### src/rtl/oclib_fifo_write_arbiter.sv
`default_nettype none
// ============================================================================
// Module   : oclib_fifo_write_arbiter
// Purpose  : Packet-aware round-robin arbiter that shares the write side of
//            a single FIFO among Inputs requesters. A grant is held until the
//            packet's last beat or until MaxBurst beats have been accepted.
//            New grants are withheld while the FIFO reports almostFull.
//            Output is a single register stage feeding FIFO inData/inValid.
// Options  : define OCLIB_FIFO_ARB_TAG_EN to append the source index
//            (IdxWidth bits) above the data bits of outData.
// Revision : 1.0 - initial release
// ============================================================================
module oclib_fifo_write_arbiter #(
  parameter  int Inputs   = 4,
  parameter  int Width    = 32,
  parameter  int MaxBurst = 16,
  localparam int IdxWidth = $clog2(Inputs),
`ifdef OCLIB_FIFO_ARB_TAG_EN
  localparam int OutWidth = Width + IdxWidth
`else
  localparam int OutWidth = Width
`endif
) (
  input  logic                      clock,
  input  logic                      reset,
  input  logic [Inputs*Width-1:0]   reqData,
  input  logic [Inputs-1:0]         reqLast,
  input  logic [Inputs-1:0]         reqValid,
  output logic [Inputs-1:0]         reqReady,
  input  logic                      fifoAlmostFull,
  output logic [OutWidth-1:0]       outData,
  output logic                      outLast,
  output logic                      outValid,
  input  logic                      outReady,
  output logic                      grantActive,
  output logic [IdxWidth-1:0]       grantIndex
);

  // Counter must be at least one bit wide even when bursts are unlimited.
  localparam int c_countWidth = (MaxBurst > 0) ? $clog2(MaxBurst + 1) : 1;

  typedef enum logic [0:0] {
    StIdle  = 1'b0,
    StGrant = 1'b1
  } state_t;

  state_t                  r_state;
  state_t                  w_stateNext;
  logic [IdxWidth-1:0]     r_grantIndex;
  logic [IdxWidth-1:0]     w_pickIndex;
  logic [IdxWidth-1:0]     w_cand;
  logic                    w_pickValid;
  logic [c_countWidth-1:0] r_beatCount;
  logic                    w_outFree;
  logic                    w_accept;
  logic                    w_release;
  logic                    w_burstEnd;
  logic [Width-1:0]        w_beatData;
  logic [OutWidth-1:0]     w_beatWord;

  assign grantIndex  = r_grantIndex;
  assign grantActive = (r_state == StGrant);

  // Round-robin search: first valid requester after the pointer, wrapping
  // modulo Inputs so indices >= Inputs are never produced.
  always_comb begin
    w_pickValid = 1'b0;
    w_pickIndex = r_grantIndex;
    w_cand      = '0;
    for (int k = 1; k <= Inputs; k++) begin
      w_cand = IdxWidth'((int'(r_grantIndex) + k) % Inputs);
      if (!w_pickValid && reqValid[w_cand]) begin
        w_pickValid = 1'b1;
        w_pickIndex = w_cand;
      end
    end
  end

  // Selected requester's beat, optionally tagged with its index.
  always_comb begin
    w_beatData = reqData[int'(r_grantIndex)*Width +: Width];
`ifdef OCLIB_FIFO_ARB_TAG_EN
    w_beatWord = {r_grantIndex, w_beatData};
`else
    w_beatWord = w_beatData;
`endif
  end

  // Next-state, handshake and release decode.
  always_comb begin
    w_stateNext = r_state;
    reqReady    = '0;
    w_accept    = 1'b0;
    w_release   = 1'b0;
    w_outFree   = !outValid || outReady;
    // Release on the MaxBurst-th beat: counter holds beats already taken.
    w_burstEnd  = (MaxBurst != 0) &&
                  (r_beatCount == c_countWidth'(MaxBurst - 1));
    case (r_state)
      StIdle: begin
        // almostFull only gates new grants, never an active one.
        if (!fifoAlmostFull && w_pickValid) begin
          w_stateNext = StGrant;
        end
      end
      StGrant: begin
        reqReady[r_grantIndex] = w_outFree;
        w_accept  = reqValid[r_grantIndex] && w_outFree;
        w_release = w_accept && (reqLast[r_grantIndex] || w_burstEnd);
        if (w_release) begin
          w_stateNext = StIdle;
        end
      end
      default: w_stateNext = StIdle;
    endcase
  end

  // State register.
  always_ff @(posedge clock or posedge reset) begin
    if (reset) begin
      r_state <= StIdle;
    end else begin
      r_state <= w_stateNext;
    end
  end

  // Grant pointer and per-grant beat counter; pointer survives release.
  always_ff @(posedge clock or posedge reset) begin
    if (reset) begin
      r_grantIndex <= IdxWidth'(Inputs - 1);
      r_beatCount  <= '0;
    end else if (r_state == StIdle && w_stateNext == StGrant) begin
      r_grantIndex <= w_pickIndex;
      r_beatCount  <= '0;
    end else if (w_accept) begin
      r_beatCount  <= r_beatCount + 1'b1;
    end
  end

  // Output register: load on accept, otherwise drain when FIFO takes it.
  always_ff @(posedge clock or posedge reset) begin
    if (reset) begin
      outValid <= 1'b0;
      outData  <= '0;
      outLast  <= 1'b0;
    end else if (w_accept) begin
      outValid <= 1'b1;
      outData  <= w_beatWord;
      outLast  <= reqLast[r_grantIndex] || w_burstEnd;
    end else if (outReady) begin
      outValid <= 1'b0;
    end
  end

endmodule
`default_nettype wire

### config.mk
export PLATFORM = sky130hd
export DESIGN_NAME = oclib_fifo_write_arbiter
export DESIGN_NICKNAME = d
export VERILOG_FILES = /design/src/rtl/oclib_fifo_write_arbiter.sv
export SDC_FILE = /design/constraint.sdc
export NUM_CORES = 1
export LEC_CHECK = 0
export CORE_UTILIZATION = 40
export CTS_BUF_LIST = sky130_fd_sc_hd__clkbuf_4
export CTS_CLUSTER_SIZE = 30
export DETAILED_ROUTE_END_ITERATION = 10
export PLACE_DENSITY = 0.95
export SLEW_MARGIN = 10
export SYNTH_ARGS = -nofsm -noshare
export SYNTH_HDL_FRONTEND = slang
export SYNTH_SLANG_ARGS = --single-unit
### constraint.sdc
create_clock -name clock -period 4.6 [get_ports clock]
set_input_delay 1.15 -clock clock [delete_from_list [all_inputs] [get_ports clock]]
set_output_delay 1.15 -clock clock [all_outputs]
set_load 0.01 [all_outputs]
==> flow_metrics.tcl <==
set metrics [dict create \
    outcome "finished with violations" \
    violations "design-rule violations" \
    path_max_fanout 8 \
    avgSynthCellArea_um2 14.97 \
    final_layout_size_suffix_gt1_share_pct 23.33 \
    cpMostUsedCell "clkdlybuf4s50_1" \
    synth-xor-area-share_pct 1.279 \
    cts_hold_buf 0 \
    synth_enable_flop_cells 0 \
    hold_violations 0 \
    totalPowerFinal_mw 2.500 \
    power.clock.fraction_pct 6.9 \
    antenna_found_initial 0 \
    netlist_area_mm2 0.002739 \
    crit_required_ns 3.45 \
    clock-skew-final_ns 0.007968 \
    slew_violations 0 \
    synthDistinctLibCells 32 \
    initial_core_util_pct 42.17 \
    cp-start-kind "primary input" \
    ir_drop_mv 0.2576 \
    port_buffers 180 \
    rrSetupSlack_ns 1.84 \
    synth_simple_gate_area_share_pct 5.436 \
    drt-initial-drc-count 81 \
    detail_route.vias_per_cell 5.245 \
    clk_latency_ns 0.33 \
    synth_fa_ha_area_share_pct 2.741 \
    yosysTopAreaCellShare_pct 36.55 \
    hold_class "reg -> reg" \
    p_comb_share_pct 66.0 \
    root_buffer "clkbuf_4" \
    cts_tree "done" \
    post_cts_buffers 0 \
    synth_top_family_by_area "multiplexers" \
    crit_buf_inv 2 \
    die_y_um 84.75 \
    die_w_um 84.75 \
    dr.pass1.iters 7 \
    ctsResizeCount 0 \
    internal_power_mw 1.637 \
    area_growth_pct 68.16 \
    filler_cell_count 464 \
    grt_pass1_vias 2509 \
    ios 181 \
    synth_nets 329 \
    std_cell_rows 29 \
    fin_crit_sh_pct 80.88 \
    cp_slowest_cell "clkdlybuf4s50_1" \
    cts.sinks 42 \
    setup_tns_ns 0 \
    path_cells "clkdlybuf4s50_1, nand2b_1, and3_1, clkdlybuf4s50_1" \
    synth_async_sr_flop_share_pct 100.0 \
    crit_family "buffers and inverters" \
    cts_max_level 2 \
    clk_path_buf_depth 2 \
    globalplace.congestion 0.7307 \
    setup_viol 0 \
    grt.total_usage_pct 21.56 \
    ant_nets 0 \
    routedWlPerCell_um 16.89 \
    antenna_cells 0 \
    final_design_area_no_fill_mm2 0.004606 \
    yosys.area.top_type "dfrtp_1" \
    synth_seq_cells 42 \
    vias 2292 \
    worst_setup_path_end_kind "output pin" \
    synth_ff_type "dfrtp_1" \
    crit_arrival_ns 2.57 \
    leakage_nw 1.834 \
    layout_min_cycle_time_ns 3.720 \
    seq_area_frac_synth_pct 38.47 \
    dp_hpwl_um 6023 \
    maxSlewHeadroom_pct 42.83 \
    tightest_slew_ns 0.8564 \
    final_core_util_pct 70.91 \
    die-area_mm2 0.007182 \
    clock.fmax_mhz 268.8 \
    p_per_area_mw_per_mm2 542.7 \
    grt_max_degree 43 \
    holdWs_ns 0.4895 \
    max_stage_delay_ns 0.54 \
    clk_pin_slew_ns 0.12 \
    drc 5 \
    synth.top_cells.by_area "dfrtp_1 (37%), mux4_2 (30%), mux2_2 (13%)" \
    core_mm2 0.006495 \
    p_switching_uw 862.4 \
    rsz0062_at_grt "no" \
    routed_wl_um 7381 \
    grt_overflow_total 0 \
    grt_pass1_wl_um 11890 \
    cts_made_buffers 5 \
    nets 506 \
    synth_mux_area_share_pct 44.36 \
    synth_cells 183 \
    maxCapViolCount 0 \
    sw_frac_of_total_pct 34.50 \
    post_dp_cell_area_mm2 0.004557 \
    power.share.sequential_pct 27.1 \
    critPathKind "in -> out" \
    synth-compound-area-share_pct 2.467 \
    ys_warn_count 0 \
]
[cell type report]
| class | count | area (um2) | area share [%] |
|---|---|---|---|
| flip-flops and latches | 42 | 1054 | 22.87 |
| multi-input cells | 119 | 1541 | 33.47 |
| well taps | 77 | 96.34 | 2.092 |
| clock inverters | 1 | 3.754 | 0.08150 |
| repair buffers | 185 | 1839 | 39.93 |
| clock buffers | 6 | 45.04 | 0.9780 |
| inverters | 7 | 26.28 | 0.5705 |
[cells in the final DEF, fill, tap and decap left out, types with 2 or more instances in the layout]
master and n:
and3_1 6, inv_1 6, clkbuf_4 6, buf_4 5, nand4_1 2, nor2_1 12
dfstp_2 2, nand2_1 3, xor2_1 3, ha_1 6, clkdlybuf4s50_1 180, o21ai_0 2
o221ai_1 2, mux2_2 31, mux2_1 2, dfrtp_1 40, mux4_2 37
[logic make-up after synthesis]
logic type,count (synthesis)
flip-flops,42
AO/OA/AOI/OAI,9
AND/OR/NAND/NOR,29
XOR/XNOR,4
multiplexers,71
buffers and inverters,22
adder cells (fa/ha/maj),6
[sequential cells by signal, summed over array words and instances, names as in the netlist]
signal,cells
grantActive,1
grantIndex,2
outData,32
outLast,1
outValid,1
r_beatCount,5
[power groups by stage]
| stage | clock network [mW] | logic (mW) | registers [mW] |
|---|---|---|---|
| 2_1_floorplan | 0 | 1.01 | 0.749 |
| 3_3_place_gp | 0 | 1.62 | 0.679 |
| 3_5_place_dp | 0 | 1.68 | 0.686 |
| 4_1_cts | 0.180 | 1.68 | 0.680 |
| 5_1_grt | 0.193 | 1.79 | 0.707 |
| 6_report | 0.172 | 1.65 | 0.678 |
[synthesized netlist by cell type (all sizes together), types with 2 or more instances]
| master | instances |
|---|---|
| ha | 6 |
| clkbuf | 5 |
| inv | 7 |
| o21ai | 2 |
| o221ai | 2 |
| mux2 | 33 |
| buf | 10 |
| dfrtp | 40 |
| nor2 | 12 |
| and3 | 6 |
| mux4 | 37 |
| nand2 | 3 |
| xor2 | 3 |
| nand4 | 2 |
| dfstp | 2 |
[final timing paths]
path / depth (start not counted) / to / from
worst max-delay path: 4 / reqReady[0] / outReady
worst min-delay path: 1 / outLast / outLast
worst max register to register: 5 / outData[10] / grantIndex[1]
min in group asynchronous: 2 / outData[17] / reset
worst min register to register: 1 / outLast / outLast
max in group asynchronous: 2 / outData[4] / reset
[stage by stage]
step	cells	setup slack (ns)
after detailed placement	430	0.8747
after global placement	430	0.9231
after global routing	437	0.7897
after floorplan	183	1.665
final	437	0.8796
after CTS	437	0.8648
[metal layers]
| layer | track usage, % | wire length [um] | vias up |
|---|---|---|---|
| met4 | 5.855 | 91 | 0 |
| li1 | - | - | 1067 |
| met3 | 5.801 | 481 | 10 |
| met1 | 23.36 | 2701 | 1113 |
| met2 | 41.17 | 4107 | 102 |
| met5 | 0 | 0 | - |
No activity file was read; power rests on OpenSTA's default activity.
